===== src/rtl/seg7_pkg.sv =====
// Shared types and constants for the 7-segment display scheduler.
package seg7_pkg;

  typedef enum logic [1:0] {
    IDLE  = 2'd0,
    SHOW1 = 2'd1,
    SHOW2 = 2'd2
  } sched_state_t;

  typedef logic [3:0] hex_digit_t;

  localparam logic [1:0] CH_BG    = 2'd0;
  localparam logic [1:0] CH_MSG   = 2'd1;
  localparam logic [1:0] CH_ALERT = 2'd2;

  // A one-cycle count still needs a 1-bit register.
  function automatic int unsigned cnt_width(input int unsigned n);
    return (n > 1) ? $clog2(n) : 1;
  endfunction

endpackage


===== src/rtl/seg7_hold_timer.sv =====
// Loadable down-counter that stops at zero and flags it; load wins over count.
// Latency: zero flag reflects the registered count; no backpressure.
module seg7_hold_timer #(
  parameter int unsigned WIDTH = 3
) (
  input  logic             clk,
  input  logic             clear,
  input  logic             load,
  input  logic [WIDTH-1:0] load_val,
  input  logic             en,
  output logic             zero
);

  logic [WIDTH-1:0] cnt_q, cnt_d;

  always_comb begin
    cnt_d = cnt_q;
    if (load) begin
      cnt_d = load_val;
    end else if (en && (cnt_q != '0)) begin
      cnt_d = cnt_q - WIDTH'(1);
    end
  end

  always_ff @(posedge clk) begin
    if (!clear) begin
      cnt_q <= '0;
    end else begin
      cnt_q <= cnt_d;
    end
  end

  assign zero = (cnt_q == '0);

endmodule


===== src/rtl/seg7_display_scheduler.sv =====
// Time-shares a 4-digit display among background, timed message and blinking alert.
// Latency: one edge from state to registered outputs; requests are never stalled.
module seg7_display_scheduler
  import seg7_pkg::*;
#(
  parameter int unsigned HOLD_CYCLES  = 50_000_000,
  parameter int unsigned BLINK_CYCLES = 12_500_000
) (
  input  logic        clk,
  input  logic        clear,
  input  logic [15:0] bg_digits,
  input  logic [3:0]  bg_en,
  input  logic        req1,
  input  logic [15:0] msg1,
  input  logic [3:0]  en1,
  input  logic        req2,
  input  logic [15:0] msg2,
  input  logic [3:0]  en2,
  output hex_digit_t  digit3,
  output hex_digit_t  digit2,
  output hex_digit_t  digit1,
  output hex_digit_t  digit0,
  output logic [3:0]  enables,
  output logic [1:0]  active_ch,
  output logic        done1,
  output logic        done2
);

  localparam int unsigned HW = cnt_width(HOLD_CYCLES);
  localparam int unsigned BW = cnt_width(BLINK_CYCLES);
  localparam logic [HW-1:0] HOLD_LOAD  = HW'(HOLD_CYCLES - 1);
  localparam logic [BW-1:0] BLINK_LOAD = BW'(BLINK_CYCLES - 1);

  sched_state_t state_q, state_d;
  logic [15:0]  msg1_q, msg1_d, msg2_q, msg2_d;
  logic [3:0]   en1_q, en1_d, en2_q, en2_d;
  logic         pending1_q, pending1_d;
  logic         blink_phase_q, blink_phase_d;
  logic [15:0]  digits_q, digits_d;
  logic [3:0]   enables_q, enables_d;
  logic [1:0]   active_ch_q, active_ch_d;
  logic         done1_q, done1_d, done2_q, done2_d;

  logic hold_load, hold_zero, blink_load, blink_zero, showing, blink_tick;

  seg7_hold_timer #(.WIDTH(HW)) u_hold_timer (
    .clk      (clk),
    .clear    (clear),
    .load     (hold_load),
    .load_val (HOLD_LOAD),
    .en       (showing),
    .zero     (hold_zero)
  );

  seg7_hold_timer #(.WIDTH(BW)) u_blink_timer (
    .clk      (clk),
    .clear    (clear),
    .load     (blink_load),
    .load_val (BLINK_LOAD),
    .en       (state_q == SHOW2),
    .zero     (blink_zero)
  );

  assign showing    = (state_q != IDLE);
  assign blink_tick = (state_q == SHOW2) && blink_zero;

  always_comb begin
    state_d       = state_q;
    msg1_d        = msg1_q;
    en1_d         = en1_q;
    msg2_d        = msg2_q;
    en2_d         = en2_q;
    pending1_d    = pending1_q;
    hold_load     = 1'b0;
    done1_d       = 1'b0;
    done2_d       = 1'b0;
    blink_load    = req2 || blink_tick;
    blink_phase_d = req2 ? 1'b1 : (blink_tick ? ~blink_phase_q : blink_phase_q);

    if (req2) begin
      msg2_d    = msg2;
      en2_d     = en2;
      state_d   = SHOW2;
      hold_load = 1'b1;
      if (state_q == SHOW1) begin
        pending1_d = 1'b1;
      end
      if (req1) begin
        msg1_d     = msg1;
        en1_d      = en1;
        pending1_d = 1'b1;
      end
    end else if (req1 && (state_q != SHOW2)) begin
      msg1_d    = msg1;
      en1_d     = en1;
      state_d   = SHOW1;
      hold_load = 1'b1;
    end else begin
      // Only reachable with req1 while the alert is up: queue it behind ch2.
      if (req1) begin
        msg1_d     = msg1;
        en1_d      = en1;
        pending1_d = 1'b1;
      end
      if (showing && hold_zero) begin
        if (state_q == SHOW1) begin
          done1_d = 1'b1;
          state_d = IDLE;
        end else begin
          done2_d = 1'b1;
          if (pending1_d) begin
            state_d    = SHOW1;
            hold_load  = 1'b1;
            pending1_d = 1'b0;
          end else begin
            state_d = IDLE;
          end
        end
      end
    end
  end

  always_comb begin
    digits_d    = bg_digits;
    enables_d   = bg_en;
    active_ch_d = CH_BG;
    case (state_q)
      SHOW1: begin
        digits_d    = msg1_q;
        enables_d   = en1_q;
        active_ch_d = CH_MSG;
      end
      SHOW2: begin
        digits_d    = msg2_q;
        enables_d   = blink_phase_q ? en2_q : 4'h0;
        active_ch_d = CH_ALERT;
      end
      default: ;
    endcase
  end

  always_ff @(posedge clk) begin
    if (!clear) begin
      state_q       <= IDLE;
      msg1_q        <= '0;
      en1_q         <= '0;
      msg2_q        <= '0;
      en2_q         <= '0;
      pending1_q    <= 1'b0;
      blink_phase_q <= 1'b1;
      digits_q      <= '0;
      enables_q     <= '0;
      active_ch_q   <= CH_BG;
      done1_q       <= 1'b0;
      done2_q       <= 1'b0;
    end else begin
      state_q       <= state_d;
      msg1_q        <= msg1_d;
      en1_q         <= en1_d;
      msg2_q        <= msg2_d;
      en2_q         <= en2_d;
      pending1_q    <= pending1_d;
      blink_phase_q <= blink_phase_d;
      digits_q      <= digits_d;
      enables_q     <= enables_d;
      active_ch_q   <= active_ch_d;
      done1_q       <= done1_d;
      done2_q       <= done2_d;
    end
  end

  assign digit3    = digits_q[15:12];
  assign digit2    = digits_q[11:8];
  assign digit1    = digits_q[7:4];
  assign digit0    = digits_q[3:0];
  assign enables   = enables_q;
  assign active_ch = active_ch_q;
  assign done1     = done1_q;
  assign done2     = done2_q;

endmodule

===== config.mk =====
export PLATFORM = sky130hd
export DESIGN_NAME = seg7_display_scheduler
export DESIGN_NICKNAME = d
export VERILOG_FILES = /design/src/rtl/seg7_pkg.sv /design/src/rtl/seg7_hold_timer.sv /design/src/rtl/seg7_display_scheduler.sv
export SDC_FILE = /design/constraint.sdc
export NUM_CORES = 1
export LEC_CHECK = 0
export CAP_MARGIN = 40
export CORE_MARGIN = 1
export CORE_UTILIZATION = 40
export DETAILED_ROUTE_END_ITERATION = 10
export GPL_TIMING_DRIVEN = 0
export PLACE_DENSITY = 0.72
export SYNTH_ARGS = -nofsm -noshare
export SYNTH_HDL_FRONTEND = slang
export SYNTH_SLANG_ARGS = --single-unit

===== constraint.sdc =====
create_clock -name clk -period 2.9 [get_ports clk]
set_input_delay 0.29 -clock clk [delete_from_list [all_inputs] [get_ports clk]]
set_output_delay 0.29 -clock clk [all_outputs]
set_load 0.01 [all_outputs]

==> summary.md <==
| Metric | Value |
|---|---|
| DRC viols | `0` |
| PwrDens | `628 mW/mm^2` |
| CP max stage delay | `0.58 ns` |
| Endpoints failing hold | `0` |
| RR Endpoint | `u_hold_timer.cnt_q[22]` |
| Flop-to-flop setup slack | `0.18 ns` |
| Depth of the worst register-to-register path | `8` |
| End of the worst hold path | `pending1_q` |
| Critical-path cell list | `or4_4 > buf_6 > nor4_4 > nand4b_1 > and2_1 > buf_2 > buf_2 > a21oi_1` |
| ANT nets after route | `0` |
| Worst Path Arrival | `3.06 ns` |
| Synth area leader | `dfxtp_1` |
| Critical Path Sink Type | `flop` |
| Initial core utilization | `0.417` |
| Area contributors post-synth | `dfxtp_1 44%, mux2i_1 8.0%, nor2_1 6.3%, a211oi_1 3.2%, a21oi_1 2.7%` |
| Vias per cell | `about 5.8` |
| Skew-Pair Late Insertion Delay | `0.42 ns` |
| Antenna violations before repair | `0` |
| Min-delay src | `req1` |
| Chip Height | `118 microns` |
| Synth Cell Area | `between 0.005 and 0.006 sq mm` |
| Vias in the first global route | `a little over 5k` |
| TritonCTS buffer count | `17` |
| I/O Buffers | `86` |
| Clock tree buffer depth | `2` |
| Layout Skew | `0.00623 ns` |
| Die footprint | `0.0138 sq mm` |
| Setup TNS | `0 ns` |
| Clock-pin slew on the worst setup and hold paths | `0.05 ns` |
| CP Class | `reg2reg` |
| Seq/Total Area, Yosys | `0.441` |
| Post-DR wirelength/cell | `~17 microns` |
| Element type at the critical path start | `flop` |
| First-pass GRT wire length | `24,800 microns` |
| Hold Path Class | `in2reg` |
| MaxCap Viol Count | `0` |
| Die width | `118 microns` |
| Layout cell share with drive strength beyond 1 | `0.0637` |
| Syn nets | `about 660` |
| Most common cell on crit path | `buf_2` |
| Total power | `4.40 mW` |
| Area added between synthesis and finish | `31.0%` |
| Crit-path slowest cell | `nor4_4` |
| Most common cell after layout, fill and taps aside | `dfxtp_1` |
| Crit share post-route | `0.938` |
| Cell count of the worst hold path | `3` |
| Root buf cell | `clkbuf_16` |
| Yosys cell types | `57` |
| Final Routed Wirelength | `15,100 microns` |
| Post-DP HPWL | `10,700 microns` |
| Hold-fix buffers, CTS | `0` |
| Max Clock Freq | `368 MHz` |
| Commonest cells after routing, fill and taps aside | `118 x dfxtp_1, 90 x nor2_1, 86 x clkdlybuf4s50_1, 43 x mux2i_1, 35 x clkbuf_1` |
| RePlAce Congestion | `0.888` |
| Via count | `just over 5k` |
| Setup Viol. Count Final | `0` |
| Unrepaired setup endpoints after global routing | `no` |
| Yosys warning count | `0` |
| Critical path required time | `3.24 ns` |
| GRT overflow | `0` |
| Drt first pass iters | `6` |
| Outcome | `complete, no violations` |
| Max Transition Viols Final | `0` |
| Peak VDD IR | `around 0.41 mV` |
| Rows | `41` |
| Iteration-0 DRC Markers | `between 300 and 400` |
| FF-to-FF Start | `u_hold_timer.cnt_q[2]` |
| CORE AREA | `0.0128 sq mm` |
| Top FF cell, synth | `dfxtp_1` |
| Synth async-reset ratio | `0` |
| Max H-tree Level | `4` |
| Cell count after synthesis | `587` |
| Share of the synthesized area in the top cell type | `0.441` |
| Diode count | `0` |
| Post-synth EDFFs | `0` |
| Largest net degree at the start of global routing | `17` |
| Gr usage total | `0.225` |
| Worst Tran Pin Value | `0.803 ns` |
| CTS tree | `yes` |
| Final Critical Period | `2.72 ns` |
| Crit Path Max Fanout | `10` |
| Slew headroom | `0.465` |
| Final net count | `around 760` |
| Yosys reg bits | `between 100 and 150` |
| Number of placed I/O pins | `88` |
| CTS sink cnt | `~120` |
| Avg Cell Area, Syn | `9.12 sq um` |
| Lkg Pwr | `2.56 nW` |
[worst max-delay path, delay by kind of cell, from the launching register on]
kind,cells,cell delay (ns)
buf+inv,3,0.53
simple gates,4,1.60
compound gates,1,0.16
flops,1,0.35
[logic make-up (layout without fill, tap and decap cells)]
group,after synthesis,in the layout,synth area share
AOI/OAI and AO/OA,140,140,0.187
xor gates and xnor gates,18,18,0.0295
adders and majority gates,6,6,0.0140
buffers and inverters,55,174,0.0437
DFF,118,118,0.441
muxes,44,44,0.0825
and+or+nand+nor,206,206,0.202
[power by group]
group / internal (mW) / switching, mW
logic: 0.277 / 0.319
clock network: 1.26 / 0.735
registers: 1.73 / 0.0776
[final cells by class]
class	instances	area, sq um
Fill cell	1192	5810
Multi-Input combinational cell	414	2760
Sequential cell	118	2360
Timing Repair Buffer	87	871
Clock buffer	25	495
Tap cell	172	215
Buffer	42	185
Clock inverter	7	70.1
Inverter	13	48.8
[synth_stat cells, drive strengths merged, types with 3 or more instances]
library cell,number
a211oi,23
a21oi,29
a22oi,16
a311oi,3
a31oi,12
a32o,3
a32oi,4
and2,6
buf,11
clkbuf,31
dfxtp,118
ha,6
inv,13
mux2i,43
nand2,15
nand3,8
nand4,3
nor2,90
nor2b,3
nor3,19
nor4,20
o21ai,14
o311ai,3
o31ai,14
or3,13
or4,16
xnor2,9
xor2,9
[worst max path at each step]
stage / start / endpoint / slack, ns / cells past startpoint
floorplan: u_blink_timer.cnt_q[0] / u_blink_timer.cnt_q[16] / 0.52 / 9
global placement: u_blink_timer.cnt_q[15] / u_blink_timer.cnt_q[18] / 0.23 / 6
detailed placement: u_blink_timer.cnt_q[15] / u_blink_timer.cnt_q[18] / 0.21 / 6
CTS: u_blink_timer.cnt_q[15] / u_blink_timer.cnt_q[18] / 0.15 / 6
global route: u_blink_timer.cnt_q[0] / u_blink_timer.cnt_q[16] / 0.08 / 9
finish: u_hold_timer.cnt_q[2] / u_hold_timer.cnt_q[22] / 0.18 / 8
[routing by layer]
layer	part of all wire	up-vias	GRT usage
li1	-	2392	-
met1	0.42	2409	0.269
met2	0.47	223	0.368
met3	0.089	30	0.0741
met4	0.017	0	0.0921
met5	0	-	0
[through the flow]
stage           util  setup WS, ns  cell area, sq um  hold slack, ns  cells
4_1_cts        0.546         0.151              7000           0.256    878
2_1_floorplan      -         0.522              5350           0.417    587
3_5_place_dp   0.502         0.207              6440           0.482    846
5_1_grt        0.547        0.0755              7010           0.287    878
6_report       0.547         0.179              7010           0.268    878
3_3_place_gp   0.501         0.227              6430           0.459    845
[what timing repair did]
item / 4_1_cts / 5_1_grt
gates resized for setup: 0 / 1
setup buffers: 0 / 0
endpoints found under the setup margin: 0 / 2
Power figures use the tool's default switching activity.
